## src/rtl/imem_loader.sv

```systemverilog
`default_nettype none
// ============================================================================
//  Module      : imem_loader
//  Description : Byte-stream program loader. Parses frames of the form
//                0xA5, N[7:0], N[15:8], 4*N little-endian data bytes and
//                writes each assembled 32-bit word into instruction memory
//                through a one-cycle synchronous write strobe. Holds busy
//                while a frame is in progress and reports done / error.
//                Optional macro CSUM_EN adds a trailing XOR checksum byte.
//  Revision    : 1.0 - initial release
// ============================================================================
module imem_loader #(
    parameter logic [31:0] BASE_ADDR = 32'h0000_0000,
    parameter int unsigned MAX_WORDS = 16384
) (
    input  logic        clk,
    input  logic        rst,
    input  logic        in_valid,
    input  logic [7:0]  in_data,
    output logic        in_ready,
    output logic        wr_en,
    output logic [31:0] wr_addr,
    output logic [31:0] wr_data,
    output logic        busy,
    output logic        done,
    output logic        error
);

    localparam logic [7:0] c_SYNC_BYTE = 8'hA5;

    typedef enum logic [2:0] {
        S_IDLE = 3'd0,
        S_LEN0 = 3'd1,
        S_LEN1 = 3'd2,
`ifdef CSUM_EN
        S_CSUM = 3'd4,
`endif
        S_DATA = 3'd3
    } state_t;

    state_t      r_state_q,    w_state_d;
    logic [15:0] r_len_q,      w_len_d;
    logic [15:0] r_word_cnt_q, w_word_cnt_d;
    logic [1:0]  r_byte_idx_q, w_byte_idx_d;
    logic        r_wr_en_q,    w_wr_en_d;
    logic [31:0] r_wr_addr_q,  w_wr_addr_d;
    logic [31:0] r_wr_data_q,  w_wr_data_d;
    logic        r_busy_q,     w_busy_d;
    logic        r_done_q,     w_done_d;
    logic        r_error_q,    w_error_d;
`ifdef CSUM_EN
    logic [7:0]  r_csum_q,     w_csum_d;
`endif

    logic        w_accept;
    logic [15:0] w_len_full;

    // The only stall is the write-strobe cycle; a byte offered then is held.
    assign in_ready   = ~r_wr_en_q;
    assign w_accept   = in_valid & in_ready;
    assign w_len_full = {in_data, r_len_q[7:0]};

    assign wr_en   = r_wr_en_q;
    assign wr_addr = r_wr_addr_q;
    assign wr_data = r_wr_data_q;
    assign busy    = r_busy_q;
    assign done    = r_done_q;
    assign error   = r_error_q;

    // Next-state logic: frame parsing, word assembly and status update.
    always_comb begin
        w_state_d    = r_state_q;
        w_len_d      = r_len_q;
        w_word_cnt_d = r_word_cnt_q;
        w_byte_idx_d = r_byte_idx_q;
        w_wr_en_d    = 1'b0;
        w_wr_addr_d  = r_wr_addr_q;
        w_wr_data_d  = r_wr_data_q;
        w_busy_d     = r_busy_q;
        w_done_d     = r_done_q;
        w_error_d    = r_error_q;
`ifdef CSUM_EN
        w_csum_d     = r_csum_q;
`endif
        if (w_accept) begin
            case (r_state_q)
                S_IDLE: begin
                    // Anything but the sync byte is dropped while idle.
                    if (in_data == c_SYNC_BYTE) begin
                        w_state_d = S_LEN0;
                        w_busy_d  = 1'b1;
                        w_done_d  = 1'b0;
                        w_error_d = 1'b0;
`ifdef CSUM_EN
                        w_csum_d  = 8'h00;
`endif
                    end
                end
                S_LEN0: begin
                    w_len_d[7:0] = in_data;
                    w_state_d    = S_LEN1;
                end
                S_LEN1: begin
                    w_len_d[15:8] = in_data;
                    w_word_cnt_d  = 16'd0;
                    w_byte_idx_d  = 2'd0;
                    if (32'(w_len_full) > MAX_WORDS) begin
                        w_error_d = 1'b1;
                        w_busy_d  = 1'b0;
                        w_state_d = S_IDLE;
                    end else if (w_len_full == 16'd0) begin
`ifdef CSUM_EN
                        w_state_d = S_CSUM;
`else
                        w_done_d  = 1'b1;
                        w_busy_d  = 1'b0;
                        w_state_d = S_IDLE;
`endif
                    end else begin
                        w_state_d = S_DATA;
                    end
                end
                S_DATA: begin
                    // Bytes land directly in their lane; byte 3 completes the word.
                    w_wr_data_d[{r_byte_idx_q, 3'b000} +: 8] = in_data;
                    w_byte_idx_d = r_byte_idx_q + 2'd1;
`ifdef CSUM_EN
                    w_csum_d = r_csum_q ^ in_data;
`endif
                    if (r_byte_idx_q == 2'd3) begin
                        w_wr_en_d    = 1'b1;
                        w_wr_addr_d  = BASE_ADDR + {14'd0, r_word_cnt_q, 2'b00};
                        w_word_cnt_d = r_word_cnt_q + 16'd1;
                        if (r_word_cnt_q == r_len_q - 16'd1) begin
`ifdef CSUM_EN
                            w_state_d = S_CSUM;
`else
                            w_done_d  = 1'b1;
                            w_busy_d  = 1'b0;
                            w_state_d = S_IDLE;
`endif
                        end
                    end
                end
`ifdef CSUM_EN
                S_CSUM: begin
                    if (in_data == r_csum_q) begin
                        w_done_d  = 1'b1;
                    end else begin
                        w_error_d = 1'b1;
                    end
                    w_busy_d  = 1'b0;
                    w_state_d = S_IDLE;
                end
`endif
                default: begin
                    w_state_d = S_IDLE;
                    w_busy_d  = 1'b0;
                end
            endcase
        end
    end

    // State and registered outputs; reset drops any partial word or pending write.
    always_ff @(posedge clk) begin
        if (rst) begin
            r_state_q    <= S_IDLE;
            r_len_q      <= 16'd0;
            r_word_cnt_q <= 16'd0;
            r_byte_idx_q <= 2'd0;
            r_wr_en_q    <= 1'b0;
            r_wr_addr_q  <= BASE_ADDR;
            r_wr_data_q  <= 32'd0;
            r_busy_q     <= 1'b0;
            r_done_q     <= 1'b0;
            r_error_q    <= 1'b0;
`ifdef CSUM_EN
            r_csum_q     <= 8'h00;
`endif
        end else begin
            r_state_q    <= w_state_d;
            r_len_q      <= w_len_d;
            r_word_cnt_q <= w_word_cnt_d;
            r_byte_idx_q <= w_byte_idx_d;
            r_wr_en_q    <= w_wr_en_d;
            r_wr_addr_q  <= w_wr_addr_d;
            r_wr_data_q  <= w_wr_data_d;
            r_busy_q     <= w_busy_d;
            r_done_q     <= w_done_d;
            r_error_q    <= w_error_d;
`ifdef CSUM_EN
            r_csum_q     <= w_csum_d;
`endif
        end
    end

endmodule
`default_nettype wire

```

## config.mk

```make
export PLATFORM = sky130hd
export DESIGN_NAME = imem_loader
export DESIGN_NICKNAME = d
export VERILOG_FILES = /design/src/rtl/imem_loader.sv
export SDC_FILE = /design/constraint.sdc
export NUM_CORES = 1
export LEC_CHECK = 0
export CAP_MARGIN = 40
export CORE_ASPECT_RATIO = 1.25
export CORE_MARGIN = 4
export CORE_UTILIZATION = 53
export CTS_CLUSTER_SIZE = 14
export DETAILED_ROUTE_END_ITERATION = 8
export GPL_ROUTABILITY_DRIVEN = 0
export PLACE_DENSITY = 0.83
export SYNTH_ARGS = -nofsm -noshare
export SYNTH_HDL_FRONTEND = slang
export SYNTH_SLANG_ARGS = --single-unit
```

## constraint.sdc

```tcl
create_clock -name clk -period 2.87 [get_ports clk]
set_input_delay 0.287 -clock clk [delete_from_list [all_inputs] [get_ports clk]]
set_output_delay 0.287 -clock clk [all_outputs]
set_load 0.01 [all_outputs]
```

* After elaboration in Yosys (flattened, before gate mapping)
Index checks and enable logic that the tools add are counted.
Widths: inputs -> output; s select.
** Cells by class
- Add/subtract/negate cells :: 4
- Magnitude comparators :: 1
- Equal/unequal tests :: 13
- Shift-type cells :: 2
- Mux-type cells :: 25
- Bitwise operators :: 5
- Reduce and logical (&&, ||, !) cells :: 16
** Operator list (number)
- $bwmux 32 :: 1
- $pmux 16 s2 :: 1
- $shift 8x7->32 const A :: 1
- $shiftx 8x7->32 :: 1
- $add 16x1->16 const B :: 1
- $eq 16x16->1 :: 1
- $gt 16x15->1 const B :: 1
- $logic_not 16->1 :: 1
- $mux 16 :: 1
- $sub 16x1->16 const B :: 1
- $mux 1 :: 12
- $ne 2x2->1 const B :: 6
- $pmux 3 s4 :: 1
- $mux 3 :: 3
- $eq 8x8->1 const B :: 1
- $reduce_and 2->1 :: 4
- $reduce_and 4->1 :: 2
- $neg 5->7 :: 1
- $reduce_and 7->1 :: 1
- $eq 3x2->1 const B :: 2
- $reduce_and 3->1 :: 2
- $reduce_and 6->1 :: 1
- $mux 2 :: 2
- $not 1->1 :: 4
- other kinds (13) :: 14
** Word-level totals
- Register bits :: 89
- Output and inout bits :: 69
- Word-level logic and storage cells :: 77

* Longest topological paths before layout
- Word-level depth :: 5
- Gate-level depth with buffers :: 9
- Gate-level depth less buffers :: 8

* Worst setup path before layout
No wires, ideal clock.
- Kind :: register to register
- Start point :: register r_len_q[7]
- End point :: register r_state_q[1]
- Setup time :: 0.120 ns
- Data arrival time :: 2.511 ns
- Required time :: 2.750 ns
- Slack :: 0.240 ns
- Stages on the path, launching flop included :: 8
- Period minus slack after synthesis :: 2.630 ns
- Cells stage by stage :: dfxtp_1 > or4_4 > buf_6 > nor2_4 > a41oi_1 > or4_1 > or4_4 > o31a_1
** On the way
- Longest elaborated chain between the ends :: 4
** RTL lines
- start: declaration :: line 42 : logic [15:0] r_len_q, w_len_d;
- start signal: assignment :: line 182 : r_len_q <= w_len_d;
- $sub 16x1->16 / $logic_not 16->1 (equally long branches) :: line 134, 111
- $eq 16x16->1 / $mux 2 (equally long branches) :: line 134, 111
- $ne 2x2->1 (no source line) / $mux 2 (equally long branches)
- $reduce_and 4->1 (no source line) / $pmux 3 s4 (equally long branches)
- end signal: assignment :: line 181 : r_state_q <= w_state_d;
- end: declaration :: line 41 : state_t r_state_q, w_state_d;
Parallel ways exist; a longest one is shown, timed or not.
A chain may end at the register's enable or synchronous reset.

* Final worst setup path
- Start point :: register r_len_q[0]
- End point :: register r_state_q[1]
The elaborated chain is that of the path after synthesis.

==> metrics.md <==
| Metric | Value |
|---|---|
| Share of post-route cells with drive strength above 1 | `7.767%` |
| Hold Crit Class | `reg2reg` |
| Setup violators final | `0` |
| Synth top cells by count | `nand2_1 (98), dfxtp_1 (88), a21oi_1 (69), nor2_1 (43), nand3_1 (37)` |
| Wire length per cell | `15.66 um` |
| # fillers | `672` |
| Vias | `4,002` |
| Synth Register Bits | `88` |
| CTS Hold Bufs | `0` |
| Yosys Warn Count | `0` |
| Hold-critical path endpoint | `wr_addr[8]$_SDFFE_PP0P_` |
| Critical Path AT | `2.99 ns` |
| CTS tree | `done` |
| Clock sinks | `88` |
| Critical-path maximum fanout | `8` |
| Biggest area consumer among synthesized cells | `dfxtp_1` |
| Vias per Instance | `5.613` |
| R2R depth | `8` |
| Fmax | `366.9 MHz` |
| Initial antenna violation count | `0` |
| Post-Syn Area | `4369 um^2` |
| Crit-path slowest cell | `or4_4` |
| Worst setup SP type | `flop` |
| Reg-to-reg critical path endpoint | `r_state_q[1]$_SDFFE_PP0P_` |
| Max Slew Vio Count | `0` |
| Routed Wire Length | `11,170 um` |
| Io pins | `80` |
| Iter 0 DRT Violations | `229` |
| Drt drc | `0` |
| RR Startpoint | `r_len_q[0]$_SDFFE_PP0P_` |
| H-tree levels | `3` |
| Input/output buffers | `63` |
| RSZ-0062 raised after global routing | `no` |
| Setup CP Type | `reg2reg` |
| Post-synth EDFFs | `0` |
| Reg2reg setup slack | `0.14 ns` |
| Cells along the critical path | `inv_1 -> ha_1 -> or3b_1 -> mux2i_1 -> nor3b_1 -> o211ai_1 -> or4_4 -> o31a_1` |
| DR pass1 iterations | `7` |
| First-pass GRT wire length | `17,900 um` |
| Met1 wire length | `4377 um` |
| Final ANT Viol Nets | `0` |
| Max cap viols | `0` |
| Post-Synthesis Cells | `555` |
| Tcrit/Tclk final | `94.96%` |
| P per Cell Area | `421.1 nW/um^2` |
| Total power | `2.213 mW` |
| Setup TNS | `0 ns` |
| Syn Area/Cell | `7.872 um^2` |
| Dpl hpwl | `8173 um` |
| CTS buffer count | `9` |
| Clock Tree Root | `clkbuf_8` |
| Top layer in use | `met4` |
| Min-delay src | `wr_addr[8]$_SDFFE_PP0P_` |
| Die Ht | `109.5 um` |
| Leakage power | `1.854 nW` |
| Final hold violation count | `0` |
| Routed wl met2 | `5838 um` |
| Max_slew headroom | `41.62%` |
| Crit path time final | `2.725 ns` |
| Worst path max stage delay | `0.52 ns` |
| Critical Path RT | `3.13 ns` |
| Gr ovfl total | `0` |
| Skew-Pair Late Insertion Delay | `0.37 ns` |
| Metal3 WL | `637 um` |
| Worst Skew | `0.01157 ns` |
| Top cells by area, synth | `dfxtp_1 (40%), nand2_1 (8.4%), a21oi_1 (7.9%), nand3_1 (4.2%), xnor2_1 (4.0%)` |
| Final Cell Area | `5255 um^2` |
| Top-count cell post-synth | `nand2_1` |
| Die Outline Area | `9769 um^2` |
| CTS Buffer Depth | `2` |
| Area of the core | `7928 um^2` |
| Top_reg_cell synth | `dfxtp_1` |
| Diode count | `0` |
| Clock transition at the registers of the reported paths | `0.09 ns` |
| Row cnt | `36` |
| Run status | `finished, final reports clean` |
| Yosys top cell area share | `40.32%` |
| Vias in the first global route | `3,851` |
| Ys async rst share | `0%` |
| Nets@finish | `633` |
| Slew @ Worst Pin | `0.8690 ns` |
| Placed inst area | `5041 um^2` |
| Area grow syn2layout | `20.27%` |
| Yosys cell types | `55` |
| Peak VDD IR | `351.1 uV` |
| Starting Density | `55.11%` |
| Critical Path End Type | `flop` |
| Pin count of the biggest net entering global routing | `42` |
| Die W | `89.21 um` |
| Post-synthesis sequential area ratio | `40.32%` |
| Worst hold path depth | `2` |
| All-Layer GR Usage | `23.29%` |
## per-layer routing
| metal | up-vias | global-route usage (%) |
|---|---|---|
| li1 | 1976 | - |
| met1 | 1844 | 25.37 |
| met2 | 151 | 42.99 |
| met3 | 31 | 4.273 |
| met4 | 0 | 10.11 |
| met5 | - | 0 |
## critical path: cells and delay by family, from the launching register on
kind | cells | cell delay (ns)
mux | 1 | 0.16
buf+inv | 1 | 0.15
fa+ha+maj | 1 | 0.29
compound gates | 2 | 0.44
flops | 1 | 0.37
simple gates | 3 | 1.21
## worst max-delay path by stage
| stage | from | to |
|---|---|---|
| 6_report | r_len_q[0]$_SDFFE_PP0P_ | r_state_q[1]$_SDFFE_PP0P_ |
| 5_1_grt | r_len_q[0]$_SDFFE_PP0P_ | r_state_q[1]$_SDFFE_PP0P_ |
| 4_1_cts | r_len_q[0]$_SDFFE_PP0P_ | r_state_q[1]$_SDFFE_PP0P_ |
| 3_5_place_dp | r_len_q[0]$_SDFFE_PP0P_ | r_state_q[1]$_SDFFE_PP0P_ |
| 3_3_place_gp | r_len_q[0]$_SDFFE_PP0P_ | r_state_q[1]$_SDFFE_PP0P_ |
| 2_1_floorplan | r_len_q[7]$_SDFFE_PP0P_ | r_state_q[1]$_SDFFE_PP0P_ |
## state kept, by name, summed over array words and instances, names as in the netlist
name	flops
wr_addr	16
busy	1
wr_en	1
r_len_q	16
done	1
r_state_q	2
r_byte_idx_q	2
error	1
wr_data	32
r_word_cnt_q	16
## where the power goes
group	internal, mW	switching, mW	leakage, nW	total [mW]
Sequential	1.22	0.000285	0.708	1.22
Combinational	0.0273	0.0601	1.04	0.0873
Clock	0.437	0.468	0.104	0.905
## cells by family after synthesis
family                     after synthesis  synth area share, %
and+or+nand+nor                        256                28.06
DFF                                     88                40.32
adders and majority gates                9                2.577
other                                    1              0.08583
xor gates and xnor gates                32                6.415
AOI/OAI and AO/OA                       98                12.92
buffers and inverters                   62                7.503
muxes                                    9                2.119
## what timing repair did
action                                  4_1_cts  5_1_grt
hold endpoints to repair                      0        0
buffers inserted                              0        0
gates resized for setup                       0        1
endpoints found under the setup margin        0        1
## metrics by stage
| step | cells | setup WS [ns] | utilization (%) | hold slack, ns |
|---|---|---|---|---|
| 5_1_grt | 713 | 0.02050 | 66.29 | 0.4718 |
| 4_1_cts | 713 | 0.05443 | 66.24 | 0.4459 |
| 6_report | 713 | 0.1447 | 66.29 | 0.4537 |
| 3_5_place_dp | 697 | 0.06709 | 63.59 | 0.4456 |
| 3_3_place_gp | 697 | 0.1272 | 63.59 | 0.4382 |
| 2_1_floorplan | 570 | 0.2396 | - | 0.4230 |
## cells in the final DEF, fill, tap and decap left out, types with 7 or more instances in the layout
| master | netlist | routed |
|---|---|---|
| a21oi_1 | 69 | 69 |
| and3_1 | 8 | 8 |
| buf_4 | 19 | 22 |
| clkbuf_8 | 0 | 10 |
| clkdlybuf4s50_1 | 0 | 62 |
| conb_1 | 1 | 16 |
| dfxtp_1 | 88 | 88 |
| ha_1 | 9 | 9 |
| inv_1 | 9 | 9 |
| mux2i_1 | 7 | 7 |
| nand2_1 | 98 | 98 |
| nand2b_1 | 7 | 7 |
| nand3_1 | 37 | 37 |
| nand4_1 | 10 | 10 |
| nor2_1 | 43 | 43 |
| nor3_1 | 13 | 13 |
| nor3b_1 | 7 | 7 |
| xnor2_1 | 20 | 20 |
| xor2_1 | 12 | 12 |
## layout make-up
class	count	area [um^2]	area share (%)
well taps	95	118.9	2.262
clock buffers	10	137.6	2.619
clock inverters	6	72.57	1.381
multi-input cells	420	2340	44.52
repair buffers	85	790.8	15.05
flip-flops and latches	88	1762	33.52
inverters	9	33.78	0.6429
(Power assumes the default switching activity.)
